### config.mk
export PLATFORM = sky130hd
export DESIGN_NAME = logic_reduce_seq
export DESIGN_NICKNAME = d
export VERILOG_FILES = /design/src/rtl/logic_expr_pkg.sv /design/src/rtl/chunk_fold.sv /design/src/rtl/logic_reduce_seq.sv
export SDC_FILE = /design/constraint.sdc
export NUM_CORES = 1
export LEC_CHECK = 0
export CELL_PAD_IN_SITES_DETAIL_PLACEMENT = 0
export CELL_PAD_IN_SITES_GLOBAL_PLACEMENT = 1
export CORE_MARGIN = 8
export CORE_UTILIZATION = 41
export CTS_CLUSTER_DIAMETER = 150
export DETAILED_ROUTE_END_ITERATION = 10
export PLACE_DENSITY = 0.85
export SETUP_SLACK_MARGIN = 0.15
export SLEW_MARGIN = 20
export SYNTH_ARGS = -nofsm -noshare
export SYNTH_HDL_FRONTEND = slang
export SYNTH_HIERARCHICAL = 1
export SYNTH_SLANG_ARGS = --single-unit
### constraint.sdc
create_clock -name clk -period 6.85 [get_ports clk]
set_input_delay 0.685 -clock clk [delete_from_list [all_inputs] [get_ports clk]]
set_output_delay 0.685 -clock clk [all_outputs]
set_load 0.005 [all_outputs]
### src/rtl/logic_expr_pkg.sv
// Shared definitions for the sequential logic-reduction block.
// Holds the function-select encoding, its identity / inversion / reserved
// helpers, and the FSM state constants.
package logic_expr_pkg;

  typedef logic [2:0] mode_t;

  localparam mode_t MODE_AND  = 3'd0;
  localparam mode_t MODE_NAND = 3'd1;
  localparam mode_t MODE_OR   = 3'd2;
  localparam mode_t MODE_NOR  = 3'd3;
  localparam mode_t MODE_XOR  = 3'd4;
  localparam mode_t MODE_XNOR = 3'd5;
  // Encodings 6 and 7 are reserved.

  typedef logic [1:0] state_t;

  localparam state_t StIdle   = 2'd0;
  localparam state_t StReduce = 2'd1;
  localparam state_t StDone   = 2'd2;

  // Value that leaves the accumulator unchanged for the selected function.
  function automatic logic mode_identity(input mode_t mode);
    return (mode == MODE_AND) || (mode == MODE_NAND);
  endfunction

  // Final result is the complement of the accumulated value.
  function automatic logic mode_inverts(input mode_t mode);
    return (mode == MODE_NAND) || (mode == MODE_NOR) || (mode == MODE_XNOR);
  endfunction

  function automatic logic mode_reserved(input mode_t mode);
    return mode > MODE_XNOR;
  endfunction

endpackage

### src/rtl/chunk_fold.sv
// Combinational fold of one CHUNK-bit slice to a single bit.
//   chunk_i : operand bits of this slice
//   pad_i   : 1 marks a bit beyond the operand width (treated as identity)
//   mode_i  : function select
//   fold_o  : AND/OR/XOR reduction of the slice (before any final inversion)
module chunk_fold
  import logic_expr_pkg::*;
#(
  parameter int unsigned CHUNK = 8
) (
  input  logic [CHUNK-1:0] chunk_i,
  input  logic [CHUNK-1:0] pad_i,
  input  mode_t            mode_i,
  output logic             fold_o
);

  always_comb begin
    fold_o = 1'b0;
    case (mode_i)
      // Padding forced to 1 for AND, to 0 for OR/XOR, so it never matters.
      MODE_AND, MODE_NAND: fold_o = &(chunk_i | pad_i);
      MODE_OR,  MODE_NOR:  fold_o = |(chunk_i & ~pad_i);
      MODE_XOR, MODE_XNOR: fold_o = ^(chunk_i & ~pad_i);
      default:             fold_o = 1'b0;
    endcase
  end

endmodule

### src/rtl/logic_reduce_seq.sv
// Multi-cycle WIDTH-bit to 1-bit logic reduction, CHUNK bits folded per cycle.
//   clk, rst              : clock, synchronous active-high reset
//   in_valid/in_ready     : operand handshake (in_data, in_mode)
//   out_valid/out_ready   : result handshake (out_result, out_err)
//   busy                  : high whenever not idle
module logic_reduce_seq
  import logic_expr_pkg::*;
#(
  parameter int unsigned WIDTH = 32,
  parameter int unsigned CHUNK = 8
) (
  input  logic             clk,
  input  logic             rst,
  input  logic             in_valid,
  output logic             in_ready,
  input  logic [WIDTH-1:0] in_data,
  input  logic [2:0]       in_mode,
  output logic             out_valid,
  input  logic             out_ready,
  output logic             out_result,
  output logic             out_err,
  output logic             busy
);

  localparam int unsigned NCHUNK = (WIDTH + CHUNK - 1) / CHUNK;
  localparam int unsigned SPAN   = NCHUNK * CHUNK;
  localparam int unsigned IW     = $clog2(NCHUNK) + 1;

  state_t          state_q, state_d;
  logic [SPAN-1:0] data_q, data_d;
  logic [SPAN-1:0] pad_q, pad_d;
  mode_t           mode_q, mode_d;
  logic            acc_q, acc_d;
  logic [IW-1:0]   idx_q, idx_d;
  logic            result_q, result_d;
  logic            err_q, err_d;

  logic [SPAN-1:0] data_ext, pad_ext;
  logic            fold;
  logic            acc_next;

  // Operand widened to whole chunks; pad_ext flags the bits past WIDTH.
  always_comb begin
    data_ext              = '0;
    data_ext[WIDTH-1:0]   = in_data;
    pad_ext               = '1;
    pad_ext[WIDTH-1:0]    = '0;
  end

  // Data and pad mask shift down so the current chunk is always the low slice.
  chunk_fold #(
    .CHUNK(CHUNK)
  ) u_chunk_fold (
    .chunk_i(data_q[CHUNK-1:0]),
    .pad_i  (pad_q[CHUNK-1:0]),
    .mode_i (mode_q),
    .fold_o (fold)
  );

  always_comb begin
    acc_next = 1'b0;
    case (mode_q)
      MODE_AND, MODE_NAND: acc_next = acc_q & fold;
      MODE_OR,  MODE_NOR:  acc_next = acc_q | fold;
      MODE_XOR, MODE_XNOR: acc_next = acc_q ^ fold;
      default:             acc_next = 1'b0;
    endcase
  end

  always_comb begin
    state_d  = state_q;
    data_d   = data_q;
    pad_d    = pad_q;
    mode_d   = mode_q;
    acc_d    = acc_q;
    idx_d    = idx_q;
    result_d = result_q;
    err_d    = err_q;
    case (state_q)
      StIdle: begin
        if (in_valid) begin
          data_d  = data_ext;
          pad_d   = pad_ext;
          mode_d  = in_mode;
          acc_d   = mode_identity(in_mode);
          idx_d   = '0;
          err_d   = mode_reserved(in_mode);
          state_d = StReduce;
        end
      end
      StReduce: begin
        acc_d  = acc_next;
        data_d = data_q >> CHUNK;
        pad_d  = pad_q >> CHUNK;
        idx_d  = idx_q + IW'(1);
        if (idx_q == IW'(NCHUNK - 1)) begin
          result_d = mode_reserved(mode_q) ? 1'b0 : (acc_next ^ mode_inverts(mode_q));
          state_d  = StDone;
        end
      end
      StDone: begin
        if (out_ready) begin
          state_d = StIdle;
        end
      end
      default: state_d = StIdle;
    endcase
  end

  always_ff @(posedge clk) begin
    if (rst) begin
      state_q  <= StIdle;
      data_q   <= '0;
      pad_q    <= '0;
      mode_q   <= MODE_AND;
      acc_q    <= 1'b0;
      idx_q    <= '0;
      result_q <= 1'b0;
      err_q    <= 1'b0;
    end else begin
      state_q  <= state_d;
      data_q   <= data_d;
      pad_q    <= pad_d;
      mode_q   <= mode_d;
      acc_q    <= acc_d;
      idx_q    <= idx_d;
      result_q <= result_d;
      err_q    <= err_d;
    end
  end

  assign in_ready   = (state_q == StIdle);
  assign out_valid  = (state_q == StDone);
  assign busy       = (state_q != StIdle);
  assign out_result = result_q;
  assign out_err    = err_q;

endmodule
; Yosys cells after proc, flatten, opt, wreduce, memory -nomap -nowiden
; Index checks and enable logic that the tools add are counted.
[word_totals]
register_bits = 75
out_inout_bits = 5
wordCells = 63
[classes]
n_addsub = 1
n_lt_le_gt_ge = 2
eq_ne = 12
muxes = 15
bitwise = 7
n_reduce_logical = 18
[ops]
columns = cell, n
row1 = $pmux W32 S2, 2
row2 = $mux W32, 2
row3 = $eq A3 B2 Y1 const B, 3
row4 = $and A8 B8 Y8, 1
row5 = $not A8 Y8, 1
row6 = $or A8 B8 Y8, 1
row7 = $reduce_and A8 Y1, 1
row8 = $reduce_or A8 Y1, 1
row9 = $reduce_xor A8 Y1, 1
row10 = $eq A3 B1 Y1 const B, 2
row11 = $eq A3 B3 Y1 const B, 2
row12 = $gt A3 B3 Y1 const B, 2
row13 = $logic_not A3 Y1, 2
row14 = $mux W2, 3
row15 = $pmux W1 S3, 2
row16 = $pmux W2 S3, 1
row17 = $pmux W3 S2, 1
row18 = $reduce_and A2 Y1, 3
row19 = $reduce_or A2 Y1, 3
row20 = $ne A2 B2 Y1 const B, 2
row21 = $reduce_bool A2 Y1, 2
row22 = $add A3 B1 Y3 const B, 1
row23 = $logic_or A1 B1 Y1, 3
row24 = $mux W3, 1
row25 = 10 further kinds, 12

; Logic depth before layout (Yosys ltp)
[logic_depth]
ltp_word = 8
ltp_mapped = 12
mapped_depth_nobuf = 12

; Modules after synthesis
; The synthesis kept the hierarchy.
[modules_own_cells]
columns = mod, instances, cells_each, area_each_um2, seq_area_each_um2
row1 = logic_reduce_seq, 1, 233, 2040.7, 860.8
row2 = chunk_fold, 1, 26, 188.9, 0.0

; Worst setup path after synthesis
; OpenSTA, ideal clock, no wires.
[synth_timing]
path_kind = register to register
startpoint = register data_q[0]
endpoint = register result_q, in the netlist out_result
setup_time_ps = 78
arrival_ps = 2062
required_time_ps = 6772
slack_ps = 4710
path_stages_with_launch = 13
path_buffers = 0
synth_period_minus_slack_ps = 2140
path_cell_list = dfxtp_1 nand2b_1 ha_1 xnor2_1 xnor2_1 o21a_1 nor2_1 inv_1 ha_1 xor2_1 o311ai_0 a21oi_1 nor3_1
[synth_via]
elab_chain_len = 7
word_cells_on_any_way = 12
cone_classes = 3 x mux / 6 x bitwise / 3 x reduce/logical
[synth_lines]
columns = item, line_no
row1 = "start, declared", logic_reduce_seq.sv:30  ; logic [SPAN-1:0] data_q, data_d;
row2 = "start signal, assigned", logic_reduce_seq.sv:122  ; data_q <= data_d;
row3 = $and A8 B8 Y8 or $or A8 B8 Y8 (tied branches), "chunk_fold.sv:22, chunk_fold.sv:23, chunk_fold.sv:21"
row4 = $reduce_xor A8 Y1 (tied with other cells), chunk_fold.sv:23  ; MODE_XOR, MODE_XNOR: fold_o = ^(chunk_i & ~pad_i);
row5 = $pmux W1 S3 (*), chunk_fold.sv:19  ; case (mode_i)
row6 = via fold, logic_reduce_seq.sv:39  ; logic fold;
row7 = $xor A1 B1 Y1 (tied with other cells), logic_reduce_seq.sv:65  ; MODE_XOR, MODE_XNOR: acc_next = acc_q ^ fold;
row8 = $pmux W1 S3 (*), logic_reduce_seq.sv:62  ; case (mode_q)
row9 = $xor A1 B1 Y1 (*), logic_reduce_seq.sv:97  ; result_d = mode_reserved(mode_q) ? 1'b0 : (acc_next ^ mode_inverts(mode_q));
row10 = $mux W1 (*), logic_reduce_seq.sv:97
row11 = "end signal, assigned", logic_reduce_seq.sv:127  ; result_q <= result_d;
row12 = "end, declared", logic_reduce_seq.sv:35  ; logic result_q, result_d;
; The timed path passes the listed nets; every way through them passes the cells marked *.
; A chain may end at the register's enable or synchronous reset.

; Final worst setup path
[layout_timing]
startpoint = input in_valid
endpoint = register data_q[7]
[layout_via]
elab_chain_len = 2
[layout_lines]
columns = item, line_no
row1 = "start, declared", logic_reduce_seq.sv:14  ; input logic in_valid,
row2 = $ne A2 B2 Y1 (no source line), n/a
row3 = $reduce_and A2 Y1 (no source line), n/a
; Every way passes these cells.

==> flow_summary.json <==
{
  "status": "finished, final reports clean",
  "grtUsageMet2_pct": 17.5,
  "numCtsBuffers": 5,
  "dieHeight_um": 89.7,
  "place_ws_ps": 4200,
  "die_w_um": 89.7,
  "nFillCells": 518,
  "setup_viol": 0,
  "placedCellCount": 374,
  "ys_top_cells_by_count": "nand2_1, nor2_1, dfxtp_1",
  "crit_chain": "clkdlybuf4s50_1, or3b_1, nand2_4, nor2_1, a311oi_2",
  "cts_root_buf": "clkbuf_8",
  "critPathArrivalTime_ps": 2570,
  "met3_usage_pct": 4.07,
  "cts_buffer_depth": 2,
  "cts_tree": "yes",
  "cp.required_ps": 7060,
  "synthFlopType": "dfxtp_1",
  "async_flop_share_pct": 0,
  "slew_headroom_pct": 30.9,
  "avgSynthCellArea_um2": 8.61,
  "synth_top_area_share_pct": 38.6,
  "finClkSkew_ps": 2.27,
  "synth_cell_type_count": 34,
  "vias": 1818,
  "maxCapViolCount": 0,
  "setup-tns-final_ps": 0,
  "routed_wirelength_um": 4720,
  "grt_usage_pct": 11.9,
  "grt_max_degree": 49,
  "critPathMaxStageDelay_ps": 500,
  "synth-edff-count": 0,
  "ctsHoldBuffers": 0,
  "grt_pass1_vias": 1722,
  "grt_pass1_wl_um": 8190,
  "drc": 0,
  "tightest_slew_ps": 1040,
  "diodes": 0,
  "cts_setup_buffers": 0,
  "hold_violations": 0,
  "antenna_found_initial": 0,
  "cts_resized": 0,
  "synth_top_cell_by_area": "dfxtp_1",
  "nNetsFinal": 356,
  "drive_gt1_share_pct": 12.6,
  "drtIter0Drc": 100,
  "row_count": 27,
  "fin_crit_sh_pct": 34.5,
  "yosys-top-cells-area": "dfxtp_1, a311oi_2, nand2_1, nor2_1, ha_1",
  "post_drt_via_cell_ratio": 4.76,
  "yosys_warnings": 6,
  "hp-class": "flop to flop",
  "cp_max_fo": 48,
  "grt.busiest_layer": "met2",
  "syn-cell-area_mm2": 0.00223,
  "final_cells": 382,
  "port_buffers": 43,
  "critPathCaptureType": "flop",
  "clock-sinks": 43,
  "ir_drop_mv": 0.130,
  "leakagePower_nw": 1.06,
  "cts-htree-levels": 2,
  "drtAntennaViolNets": 0,
  "fin_crit_ps": 2360,
  "overflow": 0,
  "dp_hpwl_um": 3350,
  "place_congestion": 0.775,
  "crit_slowest_cell": "clkdlybuf4s50_1",
  "grt_setup_unrepaired": "no",
  "postSynthCellCount": 259,
  "crit_type": "primary input to flop",
  "clkTransAtPathRegs_ps": 80,
  "fp.coreArea_mm2": 0.00537,
  "dr.pass1.iters": 4,
  "ios": 44,
  "power_density_mw_per_mm2": 212,
  "syn2layout_area_growth_pct": 26.0,
  "ys_seq_elements": 43,
  "setup_slack_ps": 4490,
  "fmax_mhz": 423,
  "slew_viol_final": 0,
  "yosysMostFrequentCell": "nand2_1",
  "initial_core_util_pct": 41.5,
  "dieArea_mm2": 0.00805,
  "clk-insertion-delay-late_ps": 290,
  "cp-start-kind": "primary input",
  "seq_area_frac_synth_pct": 38.6,
  "global_route.usage.met1_pct": 15.6,
  "wl_per_cell_um": 12.4
}
## kinds of logic after synthesis
kind of cell | after synthesis | synth area share, %
AOI/OAI and AO/OA | 53 | 24.5
xor gates and xnor gates | 5 | 1.96
adders and majority gates | 8 | 4.49
buffers and inverters | 24 | 6.23
DFF | 43 | 38.6
muxes | 1 | 0.449
other | 1 | 0.168
and+or+nand+nor | 124 | 23.6
## layout make-up
cell class,instances,area [um^2],area share (%)
clock buffers,8,100,3.56
inverters,6,22.5,0.801
multi-input cells,207,1290,45.9
flip-flops and latches,43,861,30.6
well taps,72,90.1,3.21
repair buffers,46,448,15.9
## final timing paths
check                               start          to  slack, ps  depth (start not counted)
worst max-delay path             in_valid   data_q[7]       4490                          5
worst min-delay path              out_err     out_err        470                          2
worst max register to register  data_q[0]  out_result       4500                         12
worst min register to register    out_err     out_err        470                          2
## routing by layer
metal | part of all wire, % | routed length (um) | vias up
met5 | 0 | 0 | -
met4 | 1.2 | 58 | 0
met3 | 5.6 | 266 | 6
met2 | 45 | 2130 | 34
met1 | 48 | 2270 | 795
li1 | - | - | 983
## metrics by stage
| stage | hold slack (ps) | utilization (%) | total power, mW | area (um^2) |
|---|---|---|---|---|
| floorplan | 448 | - | 0.389 | 2290 |
| detailed placement | 461 | 50.5 | 0.425 | 2710 |
| finish | 475 | 52.3 | 0.595 | 2810 |
| CTS | 473 | 52.3 | 0.602 | 2810 |
| global placement | 451 | 50.5 | 0.423 | 2710 |
| global route | 493 | 52.3 | 0.629 | 2810 |
## critical path: cells and delay by family
family	cells	cell delay [ps]
and+or+nand+nor	3	1120
buffers and inverters	1	500
AOI/OAI and AO/OA	1	250
## state kept, by name (all words and copies together), names as in the netlist
register    flops
out_err         1
out_result      1
acc_q           1
data_q         32
mode_q          3
state_q         2
idx_q           3
## power breakdown
| part | internal (mW) | total [mW] | switching [mW] |
|---|---|---|---|
| clock network | 0.0920 | 0.176 | 0.0845 |
| registers | 0.271 | 0.285 | 0.0139 |
| logic | 0.0643 | 0.133 | 0.0688 |
| total | 0.428 | 0.595 | 0.167 |
## cell usage in the layout, fill, tap and decap left out, drive strengths merged, types with 2 or more instances in the layout
master,instances
nand2b,10
nand2,57
o22ai,3
ha,8
a22oi,9
nor2b,2
conb,16
buf,4
dfxtp,43
clkdlybuf4s50,42
a21oi,11
inv,6
xnor2,4
a311oi,24
nand3,2
nor2,47
clkbuf,8
(Power assumes the default switching activity.)
